File: config.mk
export PLATFORM = sky130hd
export DESIGN_NAME = instruction_fetch_unit
export DESIGN_NICKNAME = d
export VERILOG_FILES = /design/src/rtl/instruction_fetch_unit.sv
export SDC_FILE = /design/constraint.sdc
export NUM_CORES = 1
export LEC_CHECK = 0
export ABC_AREA = 1
export BUFFER_PORTS_ARGS = -buffer_cell sky130_fd_sc_hd__buf_2
export CORE_UTILIZATION = 56
export DETAILED_ROUTE_END_ITERATION = 10
export PLACE_DENSITY = 0.92
export SYNTH_ARGS = -nofsm -noshare
export SYNTH_HDL_FRONTEND = slang
export SYNTH_SLANG_ARGS = --single-unit
File: constraint.sdc
create_clock -name clk -period 8.15 [get_ports clk]
set_input_delay 1.63 -clock clk [delete_from_list [all_inputs] [get_ports clk]]
set_output_delay 1.63 -clock clk [all_outputs]
set_load 0.05 [all_outputs]
File: src/rtl/instruction_fetch_unit.sv
// ----------------------------------------------------------------------------
// instruction_fetch_unit
//
// Fetch stage: owns the PC, drives a synchronous instruction memory, buffers
// returned words together with their PCs, and hands them to decode over a
// valid/ready handshake. A downstream redirect flushes the buffer and restarts
// fetch at the (word-aligned) target.
//
// Ports
//   clk             rising-edge clock
//   rst             synchronous active-high reset
//   imem_req        memory read strobe (an issue this cycle)
//   imem_addr       read address, always the current PC
//   imem_rdata      read data, valid the cycle after imem_req
//   redirect_valid  branch taken / jump from downstream
//   redirect_pc     redirect target (low two bits ignored)
//   if_valid        buffer head holds an instruction
//   if_instr        instruction at buffer head (0 when empty)
//   if_pc           PC of if_instr (0 when empty)
//   id_ready        decode accepts the head this cycle
//   perf_fetch_cnt  (IF_PERF_CNT_EN only) saturating count of issue cycles
//   perf_flush_cnt  (IF_PERF_CNT_EN only) saturating count of redirects that
//                   discard buffered or in-flight work
//
// Build option: define IF_PERF_CNT_EN to add the two performance counters.
// ----------------------------------------------------------------------------
module instruction_fetch_unit #(
    parameter int                  PC_WIDTH   = 64,
    parameter logic [PC_WIDTH-1:0] RESET_PC   = '0,
    parameter int                  FIFO_DEPTH = 2
) (
    input  logic                clk,
    input  logic                rst,
    output logic                imem_req,
    output logic [PC_WIDTH-1:0] imem_addr,
    input  logic [31:0]         imem_rdata,
    input  logic                redirect_valid,
    input  logic [PC_WIDTH-1:0] redirect_pc,
    output logic                if_valid,
    output logic [31:0]         if_instr,
    output logic [PC_WIDTH-1:0] if_pc,
    input  logic                id_ready
`ifdef IF_PERF_CNT_EN
    ,
    output logic [31:0]         perf_fetch_cnt,
    output logic [31:0]         perf_flush_cnt
`endif
);

    localparam int PTR_W = $clog2(FIFO_DEPTH);
    localparam int CNT_W = PTR_W + 1;

    logic [PC_WIDTH-1:0] r_pc;
    logic [PC_WIDTH-1:0] r_pend_pc;
    logic                r_inflight;
    logic [CNT_W-1:0]    r_count;
    logic [PTR_W-1:0]    r_rd_ptr;
    logic [PTR_W-1:0]    r_wr_ptr;
    logic [31:0]         r_fifo_instr [FIFO_DEPTH];
    logic [PC_WIDTH-1:0] r_fifo_pc    [FIFO_DEPTH];

    logic                w_valid;
    logic                w_pop;
    logic                w_push;
    logic                w_issue;
    logic [CNT_W:0]      w_occ;
    logic [PC_WIDTH-1:0] w_target;

    // ---- issue / handshake decode ------------------------------------------
    assign w_valid  = (r_count != '0);
    assign w_pop    = w_valid && id_ready;
    // A response arriving alongside a redirect belongs to the old path.
    assign w_push   = r_inflight && !redirect_valid;
    assign w_target = {redirect_pc[PC_WIDTH-1:2], 2'b00};

    // Occupancy counts the in-flight response as already holding a slot, so
    // the buffer can never be overrun. A pop implies count >= 1, so no wrap.
    assign w_occ   = {1'b0, r_count}
                   + {{CNT_W{1'b0}}, r_inflight}
                   - {{CNT_W{1'b0}}, w_pop};
    assign w_issue = !rst && !redirect_valid && (w_occ < (CNT_W+1)'(FIFO_DEPTH));

    assign imem_req  = w_issue;
    assign imem_addr = r_pc;

    assign if_valid = w_valid;
    assign if_instr = w_valid ? r_fifo_instr[r_rd_ptr] : 32'd0;
    assign if_pc    = w_valid ? r_fifo_pc[r_rd_ptr]    : '0;

    // ---- control state: PC, in-flight flag, buffer pointers ----------------
    always_ff @(posedge clk) begin
        if (rst) begin
            r_pc       <= RESET_PC;
            r_inflight <= 1'b0;
            r_count    <= '0;
            r_rd_ptr   <= '0;
            r_wr_ptr   <= '0;
        end else if (redirect_valid) begin
            r_pc       <= w_target;
            r_inflight <= 1'b0;
            r_count    <= '0;
            r_rd_ptr   <= '0;
            r_wr_ptr   <= '0;
        end else begin
            r_inflight <= w_issue;
            if (w_issue) r_pc     <= r_pc + PC_WIDTH'(4);
            if (w_push)  r_wr_ptr <= r_wr_ptr + PTR_W'(1);
            if (w_pop)   r_rd_ptr <= r_rd_ptr + PTR_W'(1);
            case ({w_push, w_pop})
                2'b10:   r_count <= r_count + CNT_W'(1);
                2'b01:   r_count <= r_count - CNT_W'(1);
                default: r_count <= r_count;
            endcase
        end
    end

    // ---- data path: pending PC and buffer storage (no reset needed) --------
    always_ff @(posedge clk) begin
        if (w_issue) r_pend_pc <= r_pc;
        if (w_push) begin
            r_fifo_instr[r_wr_ptr] <= imem_rdata;
            r_fifo_pc[r_wr_ptr]    <= r_pend_pc;
        end
    end

    // A push into a full buffer without a matching pop would lose data.
    always_ff @(posedge clk) begin
        if (!rst) begin
            assert (!(w_push && !w_pop && (r_count == CNT_W'(FIFO_DEPTH))));
        end
    end

`ifdef IF_PERF_CNT_EN
    function automatic logic [31:0] sat_inc(input logic [31:0] v);
        return (v == 32'hFFFF_FFFF) ? v : v + 32'd1;
    endfunction

    logic [31:0] r_perf_fetch;
    logic [31:0] r_perf_flush;

    // ---- performance counters ----------------------------------------------
    always_ff @(posedge clk) begin
        if (rst) begin
            r_perf_fetch <= 32'd0;
            r_perf_flush <= 32'd0;
        end else begin
            if (w_issue) r_perf_fetch <= sat_inc(r_perf_fetch);
            if (redirect_valid && (w_valid || r_inflight))
                r_perf_flush <= sat_inc(r_perf_flush);
        end
    end

    assign perf_fetch_cnt = r_perf_fetch;
    assign perf_flush_cnt = r_perf_flush;
`else
    // Performance counters not built.
`endif

endmodule

==> metrics.log, run 1 <==
[metrics] Worst-path clk slew: 0.06 ns
[metrics] hold bufs inserted after CTS: 0
[metrics] Max Cap Viol: 0
[metrics] commonest non-fill, non-tap cells in the layout: 477 x sky130_fd_sc_hd__nand2_1, 255 x sky130_fd_sc_hd__buf_2, 250 x sky130_fd_sc_hd__edfxtp_1
[metrics] number of antenna violations at the first check in global routing: 3
[metrics] length in cells of the worst reg-to-reg path: 14
[metrics] Worst Setup Path Type: in -> out
[metrics] Max Slew Vio Count: 0
[metrics] Ys Warns: 0
[metrics] area taken by multi-input logic gates: 0.00422 mm^2
[metrics] data required time at the worst endpoint: 6.52 ns
[metrics] detailed router's first-iteration violation count: 1043
[metrics] overall via count from detail_route: 11200
[metrics] die boundary width: 159 um
[metrics] origin of the worst setup path: id_ready
[metrics] result of the run: complete, no violations
[metrics] maximum net fanout on the critical path: 5
[metrics] ANT nets after route: 0
[metrics] Die Ht: 159 um
[metrics] critical path capture point: imem_req
[metrics] reg-to-reg startpoint: r_count[1]$_SDFFE_PN0P_
[metrics] total power: 0.00369 W
[metrics] Pwr per Cell Area: 224 mW/mm^2
[metrics] number of buffers inserted by port buffering: 255
[metrics] area of the die: 0.0254 mm^2
[metrics] DRC violation count after routing: 0
[metrics] ratio of cells with drive above 1 in the final layout: 20.8%
[metrics] routed length per placed instance: 18.4 um
[metrics] Hold Crit Depth: 0
[metrics] # nets final: 1793
[metrics] post-synth cell types: 38
[metrics] leakage component of the power: 6.59 nW
[metrics] DP Wirelength: 25900 um
[metrics] startpoint type of the worst setup path: primary input
[metrics] final sum of negative setup slack: 0 ns
[metrics] remaining max-slew budget at the tightest pin: 28.2%
[metrics] Vias/cell: 5.48
[metrics] Final Hold Viols: 0
[metrics] maximum buffer depth of the clock tree: 3
[metrics] effective utilization at floorplan: 57.0%
[metrics] flops & latches, synth: 318
[metrics] GR Util All Layers: 29.1%
[metrics] level count of the clock H-tree: 1
[metrics] setup skew after layout: 0.0167 ns
[metrics] setup repair after global routing missed its margin: false
[metrics] Avg Synthesized Cell Area: 9.55 um^2
[metrics] Final Cycle Share: 65.2%
[metrics] number of ports placed on the die boundary: 262
[metrics] DR pass1 iterations: 6
[metrics] Critical Path Sink Type: output port
[metrics] weighted congestion at the end of routability-driven global placement: 0.946
[metrics] total clock sinks: 318
[metrics] end of the worst register-to-register path: imem_addr[63]$_SDFFE_PP0P_
[metrics] Seq/Total Area, Yosys: 64.0%
[metrics] row cnt: 57
[metrics] clock root cell: sky130_fd_sc_hd__clkbuf_16
[metrics] path class of the lowest-slack min-delay path: reg -> reg
[metrics] quantity of gates resized following cts: 0
[metrics] total of fill cells in the finished design: 1813
[metrics] CTS buffer count: 30
[metrics] vias in the first global route: 10700
[metrics] Reg2Reg Setup Slack: 3.44 ns
[metrics] pin count of the biggest net entering global routing: 97
[metrics] Routed Wire Length: 37600 um
[metrics] CTS tree: yes
[metrics] Core Area: 0.0243 mm^2
[metrics] register cell area after layout: 0.00887 mm^2
[metrics] synthesized instance count: 1451
[metrics] timing-limited maximum frequency: 188 MHz
[metrics] commonest non-fill, non-tap cell in the layout: sky130_fd_sc_hd__nand2_1
[metrics] final-report setup violation count: 0
[metrics] wire length of the first global-routing pass: 57700 um
[metrics] area growth from synthesis to layout: 18.8%
[metrics] Worst VDD drop: 143 uV
[metrics] clock insertion delay at the later pin of the skew report: 0.56 ns
[metrics] WP data arrival: 3.69 ns
[metrics] setup fix buffers added after clock tree synthesis: 0
[metrics] fin crit period: 5.32 ns
[metrics] mapped cell area: 0.0139 mm^2
[metrics] pin slew with the least headroom to its limit: 1.08 ns
[metrics] remaining global-route overflow: 0
==> critical path, stage by stage <==
cell and delay (ns):
sky130_fd_sc_hd__buf_2 0.10, sky130_fd_sc_hd__inv_1 0.06, sky130_fd_sc_hd__nor2_1 0.35, sky130_fd_sc_hd__nand2_1 0.14, sky130_fd_sc_hd__o21ai_0 0.11, sky130_fd_sc_hd__nand2_1 0.08, sky130_fd_sc_hd__fa_1 0.50, sky130_fd_sc_hd__nand3_1 0.15
sky130_fd_sc_hd__nor2_4 0.24, sky130_fd_sc_hd__buf_2 0.32
==> Yosys cell counts (all sizes together) <==
| cell | n | area share, % |
|---|---|---|
| clkbuf | 37 | 1.0 |
| xnor2 | 4 | 0.25 |
| o21ai | 68 | 2.7 |
| ha | 1 | 0.090 |
| a21oi | 146 | 5.3 |
| nand4 | 6 | 0.27 |
| o21bai | 2 | 0.11 |
| or2 | 2 | 0.090 |
| inv | 135 | 3.7 |
| o211ai | 2 | 0.11 |
| edfxtp | 250 | 54 |
| xor2 | 15 | 1.0 |
| a22oi | 2 | 0.11 |
| buf | 23 | 1.1 |
| a32oi | 1 | 0.063 |
| nor3b | 2 | 0.11 |
| nand3 | 61 | 2.2 |
| fa | 1 | 0.14 |
| a221oi | 1 | 0.063 |
| a31oi | 11 | 0.50 |
| nor2 | 132 | 4.0 |
| nand2 | 478 | 13 |
| conb | 1 | 0.027 |
| nand3b | 1 | 0.054 |
| nor3 | 1 | 0.036 |
| dfxtp | 68 | 9.8 |
==> per-stage QoR <==
stage	instance area (um^2)	instances	utilization [%]	worst slack, ns	hold slack [ns]
2_1_floorplan	13900	1454	-	1.52	0.421
3_3_place_gp	15400	1983	63.1	3.04	0.422
3_5_place_dp	15400	1983	63.1	2.92	0.429
4_1_cts	16500	2039	67.7	2.87	0.439
5_1_grt	16500	2042	67.7	2.70	0.446
6_report	16500	2043	67.7	2.83	0.439
==> sequential cells by signal, indices dropped and copies added, names as in the netlist, named ones only <==
name and count:
r_fifo_pc 124, r_fifo_instr 64, imem_addr 62, r_pend_pc 62
r_count 2, r_inflight 1, r_rd_ptr 1, r_wr_ptr 1
==> worst min-delay path by stage <==
stage / end / slack, ns / from
after detailed placement: r_fifo_pc[0][63]$_DFFE_PP_ / 0.43 / r_pend_pc[63]$_DFFE_PP_
after global routing: r_fifo_pc[0][63]$_DFFE_PP_ / 0.45 / r_pend_pc[63]$_DFFE_PP_
after floorplan: r_fifo_pc[0][10]$_DFFE_PP_ / 0.42 / r_pend_pc[10]$_DFFE_PP_
final: r_fifo_pc[0][30]$_DFFE_PP_ / 0.44 / r_pend_pc[30]$_DFFE_PP_
after CTS: r_fifo_pc[1][63]$_DFFE_PP_ / 0.44 / r_pend_pc[63]$_DFFE_PP_
after global placement: r_fifo_pc[0][49]$_DFFE_PP_ / 0.42 / r_pend_pc[49]$_DFFE_PP_
==> metal layers <==
| layer | part of all wire, % | routed length [um] | GRT usage [%] |
|---|---|---|---|
| met1 | 40 | 15000 | 38.5 |
| met3 | 8.9 | 3350 | 4.30 |
| met2 | 48 | 18000 | 49.4 |
| met5 | 0 | 0 | 0 |
| met4 | 3.2 | 1210 | 9.79 |
==> area by class of cell <==
class	count	share of cell area [%]
Antenna cell	4	0.0608
Clock buffer	32	4.61
Tap cell	324	2.46
Timing Repair Buffer	265	8.21
Sequential cell	318	53.9
Multi-Input combinational cell	941	25.6
Clock inverter	24	2.06
Inverter	135	3.10
==> logic make-up after synthesis <==
kind of cell	Yosys count	synth area share, %
AOI/OAI and AO/OA	233	8.92
xor gates and xnor gates	19	1.26
adders and majority gates	2	0.235
buffers and inverters	195	5.81
DFF	318	64.0
other	1	0.0271
and+or+nand+nor	683	19.7
==> where the power goes <==
group | switching (W) | internal (W) | total (W)
clock | 0.000600 | 0.000929 | 0.00153
combinational | 0.000227 | 0.0000742 | 0.000301
sequential | 0.0000550 | 0.00181 | 0.00186
Power figures use the tool's default switching activity.
==> run 2, diff against run 1 <==
--- a/config.mk
+++ b/config.mk
@@ -5,9 +5,9 @@
 export SDC_FILE = /design/constraint.sdc
 export NUM_CORES = 1
 export LEC_CHECK = 0
-export ABC_AREA = 1
+export ABC_AREA = 0
 export BUFFER_PORTS_ARGS = -buffer_cell sky130_fd_sc_hd__buf_2
-export CORE_UTILIZATION = 56
+export CORE_UTILIZATION = 55
 export DETAILED_ROUTE_END_ITERATION = 10
 export PLACE_DENSITY = 0.92
 export SYNTH_ARGS = -nofsm -noshare
==> constraint.sdc (replaced) <==
create_clock -name clk -period 4.9 [get_ports clk]
set_input_delay 0.98 -clock clk [delete_from_list [all_inputs] [get_ports clk]]
set_output_delay 0.98 -clock clk [all_outputs]
set_load 0.05 [all_outputs]
==> run 2 against run 1 <==
Effect of this change:
- wire length decreased by 12%
- first-iteration DRC count decreased by 0.48%
- clock power up 53%
- critical path type is now reg -> out
==> metrics.log, run 2 <==
[metrics] Final Cycle Share: 83.8%
[metrics] hold bufs inserted after CTS: 0 (unchanged)
[metrics] Top delay family on crit path: buffers and inverters
[metrics] DP Wirelength: 21900 um (-15%)
[metrics] maximum net fanout on the critical path: 8 (+3)
[metrics] GR Util All Layers: 26.3% (-2.8 points)
[metrics] synthesized instance count: 1026 (-29%)
[metrics] WP data arrival: 3.12 ns (-0.57 ns)
[metrics] number of flip-flops in the largest register: 124 (unchanged)
[metrics] clock insertion delay at the later pin of the skew report: 0.55 ns (about the same)
[metrics] setup skew after layout: 0.0190 ns (+0.00235 ns)
[metrics] synthesized-area fraction occupied by and/or/nand/nor cells: 14.6% (-5.2 points)
[metrics] data required time at the worst endpoint: 3.92 ns (-2.60 ns)
[metrics] wire length the detailed router placed on met1: 12900 um (-14%)
[metrics] total of fill cells in the finished design: 1615 (-11%)
[metrics] number of buffers inserted by port buffering: 255 (unchanged)
[metrics] DR pass1 iterations: 7 (+1)
[metrics] maximum buffer depth of the clock tree: 3 (unchanged)
[metrics] commonest non-fill, non-tap cell in the layout: sky130_fd_sc_hd__buf_2
[metrics] metal2 WL: 15800 um (-12%)
[metrics] Ys Warns: 0 (unchanged)
[metrics] length in cells of the worst reg-to-reg path: 9 (-5)
[metrics] critical path capture point: imem_req
[metrics] Vias/cell: 5.96 (+8.7%)
[metrics] count leader, synth: sky130_fd_sc_hd__edfxtp_1
[metrics] setup repair after global routing missed its margin: false
[metrics] portion of netlist area occupied by mux cells: 7.41% (+7.4 points)
[metrics] setup fix buffers added after clock tree synthesis: 0 (unchanged)
[metrics] final-report setup violation count: 0 (unchanged)
[metrics] placed cell count: 1551 (-22%)
[metrics] pin count of the biggest net entering global routing: 76 (-22%)
[metrics] slowest stage cell on the critical path: sky130_fd_sc_hd__dfxtp_1
[metrics] level count of the clock H-tree: 1 (unchanged)
[metrics] flops & latches, synth: 318 (unchanged)
[metrics] pin slew with the least headroom to its limit: 0.993 ns (-0.0835 ns)
[metrics] slowest cell delay on critical path: 0.55 ns (+0.05 ns)
[metrics] Pwr per Cell Area: 376 mW/mm^2 (+68%)
[metrics] Cell Chain, Critical Path: and3_1, a21o_1, nand2_1, fa_1, xnor2_1, buf_4, nand3_1, clkinv_2, buf_2
[metrics] Worst Setup Path Type: reg -> out
[metrics] die boundary width: 157 um (-1.7%)
[metrics] Synth Area in Compound Gates: 5.68% (-3.2 points)
[metrics] commonest non-fill, non-tap cells in the layout: 255 x sky130_fd_sc_hd__buf_2, 250 x sky130_fd_sc_hd__edfxtp_1, 140 x sky130_fd_sc_hd__nor2_1
[metrics] clock root cell: sky130_fd_sc_hd__clkbuf_16
[metrics] number of cells on the critical path: 9 (-1)
[metrics] post-synth cell types: 54 (+42%)
[metrics] post-synthesis async set-or-reset flop share: 0% (unchanged)
[metrics] Worst-path clk slew: 0.07 ns (about the same)
[metrics] Die Ht: 157 um (-1.7%)
[metrics] timing-limited maximum frequency: 244 MHz
[metrics] number of enable flip-flop cells after synthesis: 250 (unchanged)
[metrics] path class of the lowest-slack min-delay path: reg -> reg
[metrics] met3 wire length: 3050 um (-9.0%)
[metrics] mapped cell area: 0.0132 mm^2 (-5.1%)
[metrics] # nets final: 1367 (-24%)
[metrics] most instantiated flip-flop cell in the synthesis netlist: sky130_fd_sc_hd__edfxtp_1
[metrics] leakage component of the power: 5.66 nW (-14%)
[metrics] remaining global-route overflow: 0 (unchanged)
[metrics] Reg2Reg Setup Slack: 1.25 ns (-2.19 ns)
[metrics] post-place instance area: 0.0147 mm^2 (-4.1%)
[metrics] remaining max-slew budget at the tightest pin: 33.8% (+5.6 points)
[metrics] ratio of cells with drive above 1 in the final layout: 25.6% (+4.8 points)
[metrics] share of synthesized cell area in full adder, half adder and majority cells: 0.247% (+0.013 points)
[metrics] Critical Path Sink Type: output port
[metrics] origin of the worst setup path: r_count[1]$_SDFFE_PN0P_
[metrics] Biggest register: r_fifo_pc
[metrics] Layout Cells excl Fill: 1611 (-21%)
[metrics] overall via count from detail_route: 9598 (-14%)
[metrics] most frequent cells after synthesis: 250 x sky130_fd_sc_hd__edfxtp_1, 141 x sky130_fd_sc_hd__nor2_1, 94 x sky130_fd_sc_hd__mux2i_1
[metrics] highest metal layer with signal wires: met4
[metrics] largest registers in the final layout: r_fifo_pc: 124 flops, r_fifo_instr: 64 flops
[metrics] Final Hold Viols: 0 (unchanged)
[metrics] dominant cells by area after synthesis: sky130_fd_sc_hd__edfxtp_1 57%, sky130_fd_sc_hd__dfxtp_1 10%, sky130_fd_sc_hd__mux2i_1 7.2%
[metrics] end of the worst register-to-register path: imem_addr[28]$_SDFFE_PP0P_
[metrics] weighted congestion at the end of routability-driven global placement: 0.884 (-6.5%)
[metrics] main combinational cell family by area after synthesis: simple AND/OR/NAND/NOR gates
[metrics] summed area of non-filler cells in the final layout: 0.0157 mm^2 (-4.4%)
[metrics] quantity of gates resized following cts: 0 (unchanged)
[metrics] fin crit period: 4.10 ns
[metrics] Avg Synthesized Cell Area: 12.8 um^2 (+34%)
[metrics] area growth from synthesis to layout: 19.7%
[metrics] register cell area after layout: 0.00887 mm^2 (unchanged)
[metrics] xor/xnor cell area share of the yosys netlist: 2.00% (+0.74 points)
[metrics] result of the run: complete, no violations
[metrics] final sum of negative setup slack: 0 ns (unchanged)
[metrics] wire length of the first global-routing pass: 49200 um (-15%)
[metrics] total clock sinks: 318 (unchanged)
[metrics] Seq/Total Area, Yosys: 67.4% (+3.4 points)
[metrics] Routed Wire Length: 33100 um (-12%)
[metrics] detailed router's first-iteration violation count: 1038 (-0.48%)
[metrics] ANT nets after route: 0 (unchanged)
[metrics] routed length per placed instance: 20.6 um (+12%)
[metrics] effective utilization at floorplan: 56.0% (-0.93 points)
[metrics] Max Cap Viol: 0 (unchanged)
[metrics] Core Area: 0.0235 mm^2 (-3.5%)
[metrics] number of ports placed on the die boundary: 262 (unchanged)
[metrics] final-layout worst hold slack: 0.442 ns (+0.00327 ns)
[metrics] CTS buffer count: 31 (+3.3%)
[metrics] Buffers & Inverters on Critical Path: 3 (unchanged)
[metrics] startpoint type of the worst setup path: flip-flop
[metrics] Worst VDD drop: 247 uV (+72%)
[metrics] number of antenna violations at the first check in global routing: 2 (-1)
[metrics] reg-to-reg startpoint: r_count[1]$_SDFFE_PN0P_
[metrics] area share of the largest cell type after synthesis: 57.1% (+2.9 points)
[metrics] area of the die: 0.0245 mm^2 (-3.3%)
[metrics] area taken by multi-input logic gates: 0.00397 mm^2 (-5.8%)
[metrics] row cnt: 56 (-1.8%)
[metrics] dominant cell type by area after synthesis: sky130_fd_sc_hd__edfxtp_1
[metrics] vias in the first global route: 9140 (-14%)
[metrics] DRC violation count after routing: 0 (unchanged)
[metrics] Max Slew Vio Count: 0 (unchanged)
[metrics] CTS tree: yes
-- run 2: cell types whose count changed after synthesis, moves of 20 or more --
cell,previous run,this run
sky130_fd_sc_hd__a211oi_1,0,22
sky130_fd_sc_hd__a21oi_1,146,18
sky130_fd_sc_hd__inv_1,124,21
sky130_fd_sc_hd__mux2i_1,0,94
sky130_fd_sc_hd__nand2_1,477,55
sky130_fd_sc_hd__nor2_1,121,141
sky130_fd_sc_hd__nor3_1,1,22
sky130_fd_sc_hd__o21ai_1,29,0
sky130_fd_sc_hd__xnor2_1,4,24
-- run 2: logic make-up after synthesis --
family / Yosys count
other: 1
DFF: 318
AOI/OAI and AO/OA: 106
adders and majority gates: 2
and+or+nand+nor: 383
muxes: 97
buffers and inverters: 89
xor gates and xnor gates: 30
-- run 2: where the power goes --
group / switching (W) / internal (W) / total, W / leakage, nW
registers: 0.000100 / 0.00301 / 0.00311 / 2.87
clock network: 0.000971 / 0.00136 / 0.00234 / 0.474
logic: 0.000351 / 0.000126 / 0.000477 / 2.31
total: 0.00142 / 0.00450 / 0.00592 / 5.66
-- run 2: how the worst min path moves through the flow --
stage | startpoint | end | slack [ns] | depth (start not counted)
floorplan | r_pend_pc[10]$_DFFE_PP_ | r_fifo_pc[0][10]$_DFFE_PP_ | 0.42 | 0
global placement | r_pend_pc[56]$_DFFE_PP_ | r_fifo_pc[1][56]$_DFFE_PP_ | 0.42 | 0
CTS | r_pend_pc[63]$_DFFE_PP_ | r_fifo_pc[0][63]$_DFFE_PP_ | 0.44 | 0
finish | r_pend_pc[26]$_DFFE_PP_ | r_fifo_pc[0][26]$_DFFE_PP_ | 0.44 | 0
global route | r_pend_pc[63]$_DFFE_PP_ | r_fifo_pc[1][63]$_DFFE_PP_ | 0.45 | 0
detailed placement | r_pend_pc[62]$_DFFE_PP_ | r_fifo_pc[0][62]$_DFFE_PP_ | 0.43 | 0
-- run 2: through the flow --
stage | setup WS [ns] | power, W | utilization, %
floorplan | 0.352 | 0.00346 | -
global placement | 0.876 | 0.00362 | 62.8
detailed placement | 0.834 | 0.00363 | 62.8
CTS | 0.789 | 0.00594 | 67.0
global route | 0.596 | 0.00608 | 67.1
finish | 0.795 | 0.00592 | 67.1
-- run 2: per-layer routing --
layer / track usage, % / up-vias
met5: 0 / -
met4: 13.1 / 0
met3: 4.79 / 116
met2: 43.8 / 594
met1: 33.1 / 4556
li1: - / 4332
-- run 2: worst register-to-register path: stages, from the launching register on --
cell and delay [ns]:
sky130_fd_sc_hd__dfxtp_1 0.55, sky130_fd_sc_hd__and3_1 0.28, sky130_fd_sc_hd__a21o_1 0.12, sky130_fd_sc_hd__nand2_1 0.08, sky130_fd_sc_hd__fa_1 0.73, sky130_fd_sc_hd__inv_1 0.10
sky130_fd_sc_hd__nor2_1 0.62, sky130_fd_sc_hd__nand4_1 0.35, sky130_fd_sc_hd__or3_1 0.41, sky130_fd_sc_hd__a311oi_1 0.30
-- run 2: area by class of cell --
class / count / area share (%)
diodes: 3 / 0.0477
clock buffers: 36 / 5.05
clock inverters: 21 / 1.32
inverters: 21 / 0.509
multi-input cells: 622 / 25.2
flip-flops and latches: 318 / 56.4
well taps: 319 / 2.54
repair buffers: 271 / 8.95
==> run 3, diff against run 2 <==
==> constraint.sdc (replaced) <==
create_clock -name clk -period 3.96 [get_ports clk]
set_input_delay 0.792 -clock clk [delete_from_list [all_inputs] [get_ports clk]]
set_output_delay 0.792 -clock clk [all_outputs]
set_load 0.05 [all_outputs]
==> run 3 against run 2 <==
Effect of this change:
- count of clock-buffer cells in the layout grew 12
- wire length down 2.0%
- hold slack worse by 0.0055 ns
- die area did not move
- clock skew is 0.0076 ns lower
- design area is 0.31% higher
- final cell count rose by 0.43%
- via count decreased by 0.57%
- utilization grew 0.21 points
- largest power group unchanged
- flip-flop and latch count stayed put
==> metrics.log, run 3 (same netlist as run 2, synthesis figures left out) <==
[metrics] wire length of the first global-routing pass: 48100 um (-2.4%)
[metrics] pin count of the biggest net entering global routing: 82 (+7.9%)
[metrics] area growth from synthesis to layout: 20.0%
[metrics] fin crit period: 3.68 ns
[metrics] DP Wirelength: 21700 um (-0.99%)
[metrics] setup skew after layout: 0.0114 ns (-0.00757 ns)
[metrics] effective utilization at floorplan: 56.0% (unchanged)
[metrics] Setup WS pre-CTS: 0.245 ns (-0.589 ns)
[metrics] ANT nets after route: 0 (unchanged)
[metrics] total of fill cells in the finished design: 1601 (-0.87%)
[metrics] Worst VDD drop: 260 uV (+5.4%)
[metrics] overall via count from detail_route: 9543 (-0.57%)
[metrics] startpoint type of the worst setup path: flip-flop
[metrics] timing-limited maximum frequency: 272 MHz
[metrics] routed length per placed instance: 20.1 um (-2.5%)
[metrics] Max Cap Viol: 0 (unchanged)
[metrics] post-place instance area: 0.0148 mm^2 (+0.63%)
[metrics] end of the worst hold path: r_fifo_instr[1][17]$_DFFE_PP_
[metrics] ratio of cells with drive above 1 in the final layout: 25.4% (-0.16 points)
[metrics] number of ports placed on the die boundary: 262 (unchanged)
[metrics] GR Util All Layers: 25.7% (-0.60 points)
[metrics] WP data arrival: 2.89 ns (-0.23 ns)
[metrics] Worst-path clk slew: 0.06 ns (about the same)
[metrics] detailed router's first-iteration violation count: 1017 (-2.0%)
[metrics] Final Cycle Share: 93.0%
[metrics] DRC violation count after routing: 0 (unchanged)
[metrics] die boundary width: 157 um (unchanged)
[metrics] final-layout worst hold slack: 0.437 ns (-0.00547 ns)
[metrics] length in cells of the worst reg-to-reg path: 8 (-1)
[metrics] Pwr per Cell Area: 455 mW/mm^2 (+21%)
[metrics] leakage component of the power: 5.67 nW (+0.29%)
[metrics] data required time at the worst endpoint: 3.17 ns (-0.75 ns)
[metrics] Reg2Reg Setup Slack: 0.67 ns (-0.58 ns)
[metrics] clock insertion delay at the later pin of the skew report: 0.55 ns (about the same)
[metrics] Biggest register: r_fifo_pc
[metrics] level count of the clock H-tree: 1 (unchanged)
[metrics] total clock sinks: 318 (unchanged)
[metrics] Vias/cell: 5.90 (-1.0%)
[metrics] # nets final: 1371 (+0.29%)
[metrics] pin slew with the least headroom to its limit: 0.945 ns (-0.0478 ns)
[metrics] maximum net fanout on the critical path: 8 (unchanged)
[metrics] CTS buffer count: 31 (unchanged)
[metrics] Core Area: 0.0235 mm^2 (unchanged)
[metrics] reg-to-reg startpoint: r_count[1]$_SDFFE_PN0P_
[metrics] number of buffers inserted by port buffering: 255 (unchanged)
[metrics] remaining max-slew budget at the tightest pin: 36.4% (+2.6 points)
[metrics] commonest non-fill, non-tap cell in the layout: sky130_fd_sc_hd__buf_2
[metrics] setup repair after global routing missed its margin: false
[metrics] Critical Path Sink Type: output port
[metrics] area taken by multi-input logic gates: 0.00397 mm^2 (unchanged)
[metrics] weighted congestion at the end of routability-driven global placement: 0.885 (+0.10%)
[metrics] Final Hold Viols: 0 (unchanged)
[metrics] Worst Setup Path Type: reg -> out
[metrics] remaining global-route overflow: 0 (unchanged)
[metrics] total power: 0.00719 W (+21%)
[metrics] clock root cell: sky130_fd_sc_hd__clkbuf_16
[metrics] Max Slew Vio Count: 0 (unchanged)
[metrics] maximum buffer depth of the clock tree: 3 (unchanged)
[metrics] register cell area after layout: 0.00887 mm^2 (about the same)
[metrics] DR pass1 iterations: 5 (-2)
[metrics] path class of the lowest-slack min-delay path: in -> reg
[metrics] vias in the first global route: 8841 (-3.3%)
[metrics] result of the run: complete, no violations
[metrics] hold bufs inserted after CTS: 0 (unchanged)
[metrics] summed area of non-filler cells in the final layout: 0.0158 mm^2 (+0.31%)
[metrics] row cnt: 56 (unchanged)
[metrics] area of the die: 0.0245 mm^2 (unchanged)
[metrics] final sum of negative setup slack: 0 ns (unchanged)
[metrics] Routed Wire Length: 32400 um (-2.0%)
[metrics] end of the worst register-to-register path: imem_addr[53]$_SDFFE_PP0P_
[metrics] number of antenna violations at the first check in global routing: 5 (+3)
[metrics] commonest non-fill, non-tap cells in the layout: 255 x sky130_fd_sc_hd__buf_2, 250 x sky130_fd_sc_hd__edfxtp_1, 140 x sky130_fd_sc_hd__nor2_1
[metrics] largest registers in the final layout: r_fifo_pc: 124 flops, r_fifo_instr: 64 flops
[metrics] launch point of the worst hold path: imem_rdata[17]
[metrics] Hold Crit Depth: 1 (+1)
[metrics] final-report setup violation count: 0 (unchanged)
[metrics] CTS tree: yes
[metrics] number of flip-flops in the largest register: 124 (unchanged)
[metrics] minimum setup slack in the final design: 0.278 ns (-0.517 ns)
[metrics] Die Ht: 157 um (unchanged)
==> run 3: cell types whose count changed in the layout (fill, tap and decap cells not counted), sizes merged <==
cell / change
clkinv: -6
bufinv: -2
buf: +4
clkbuf: +12
inv: +1
diode: +3
clkinvlp: -5
==> run 3: through the flow <==
stage,util [%],cells
final,67.3,1618
after global routing,67.2,1616
after CTS,67.2,1612
after detailed placement,63.2,1555
after global placement,63.2,1555
after floorplan,-,1029
==> run 3: layout make-up <==
cell class / count / share of cell area, %
Tap cell: 319 / 2.53
Multi-Input combinational cell: 622 / 25.2
Clock buffer: 48 / 5.38
Sequential cell: 318 / 56.2
Antenna cell: 6 / 0.0951
Timing Repair Buffer: 275 / 9.51
Clock inverter: 9 / 0.634
Inverter: 21 / 0.507
==> run 3: worst max-delay path by stage <==
stage | from | endpoint | cells after the start
2_1_floorplan | redirect_valid | r_fifo_instr[0][0]$_DFFE_PP_ | 4
3_3_place_gp | id_ready | imem_addr[53]$_SDFFE_PP0P_ | 9
3_5_place_dp | id_ready | imem_addr[53]$_SDFFE_PP0P_ | 9
4_1_cts | r_count[1]$_SDFFE_PN0P_ | imem_req | 9
5_1_grt | r_count[1]$_SDFFE_PN0P_ | imem_req | 9
6_report | r_count[1]$_SDFFE_PN0P_ | imem_req | 9
==> run 3: worst max-delay path, cell delays in order, from the launching register on <==
cell                       delay, ns
sky130_fd_sc_hd__dfxtp_2        0.44
sky130_fd_sc_hd__and3_1         0.24
sky130_fd_sc_hd__a21o_1         0.11
sky130_fd_sc_hd__nand2_1        0.07
sky130_fd_sc_hd__fa_1           0.43
sky130_fd_sc_hd__xnor2_1        0.26
sky130_fd_sc_hd__buf_4          0.21
sky130_fd_sc_hd__nand3_1        0.17
sky130_fd_sc_hd__clkinv_2       0.12
sky130_fd_sc_hd__buf_2          0.29
==> run 3: per-layer routing <==
metal / part of all wire (%) / up-vias / routed length [um] / track usage [%]
li1: - / 4344 / - / -
met1: 39 / 4497 / 12600 / 33.4
met2: 47 / 584 / 15300 / 41.4
met3: 9.4 / 116 / 3050 / 4.68
met4: 4.6 / 2 / 1490 / 13.4
met5: 0.040 / - / 13 / 0
==> run 3: power by group <==
| part | switching, W | internal, W | total [W] | leakage (nW) |
|---|---|---|---|---|
| sequential | 0.000121 | 0.00372 | 0.00384 | 2.88 |
| combinational | 0.000434 | 0.000158 | 0.000592 | 2.34 |
| clock | 0.00115 | 0.00160 | 0.00275 | 0.458 |
| total | 0.00171 | 0.00548 | 0.00719 | 5.67 |
==> run 3: timing repair <==
item	4_1_cts	5_1_grt
buffers inserted	0	0
endpoints found under the setup margin	0	1
hold endpoints to repair	0	0
resized for setup	0	1
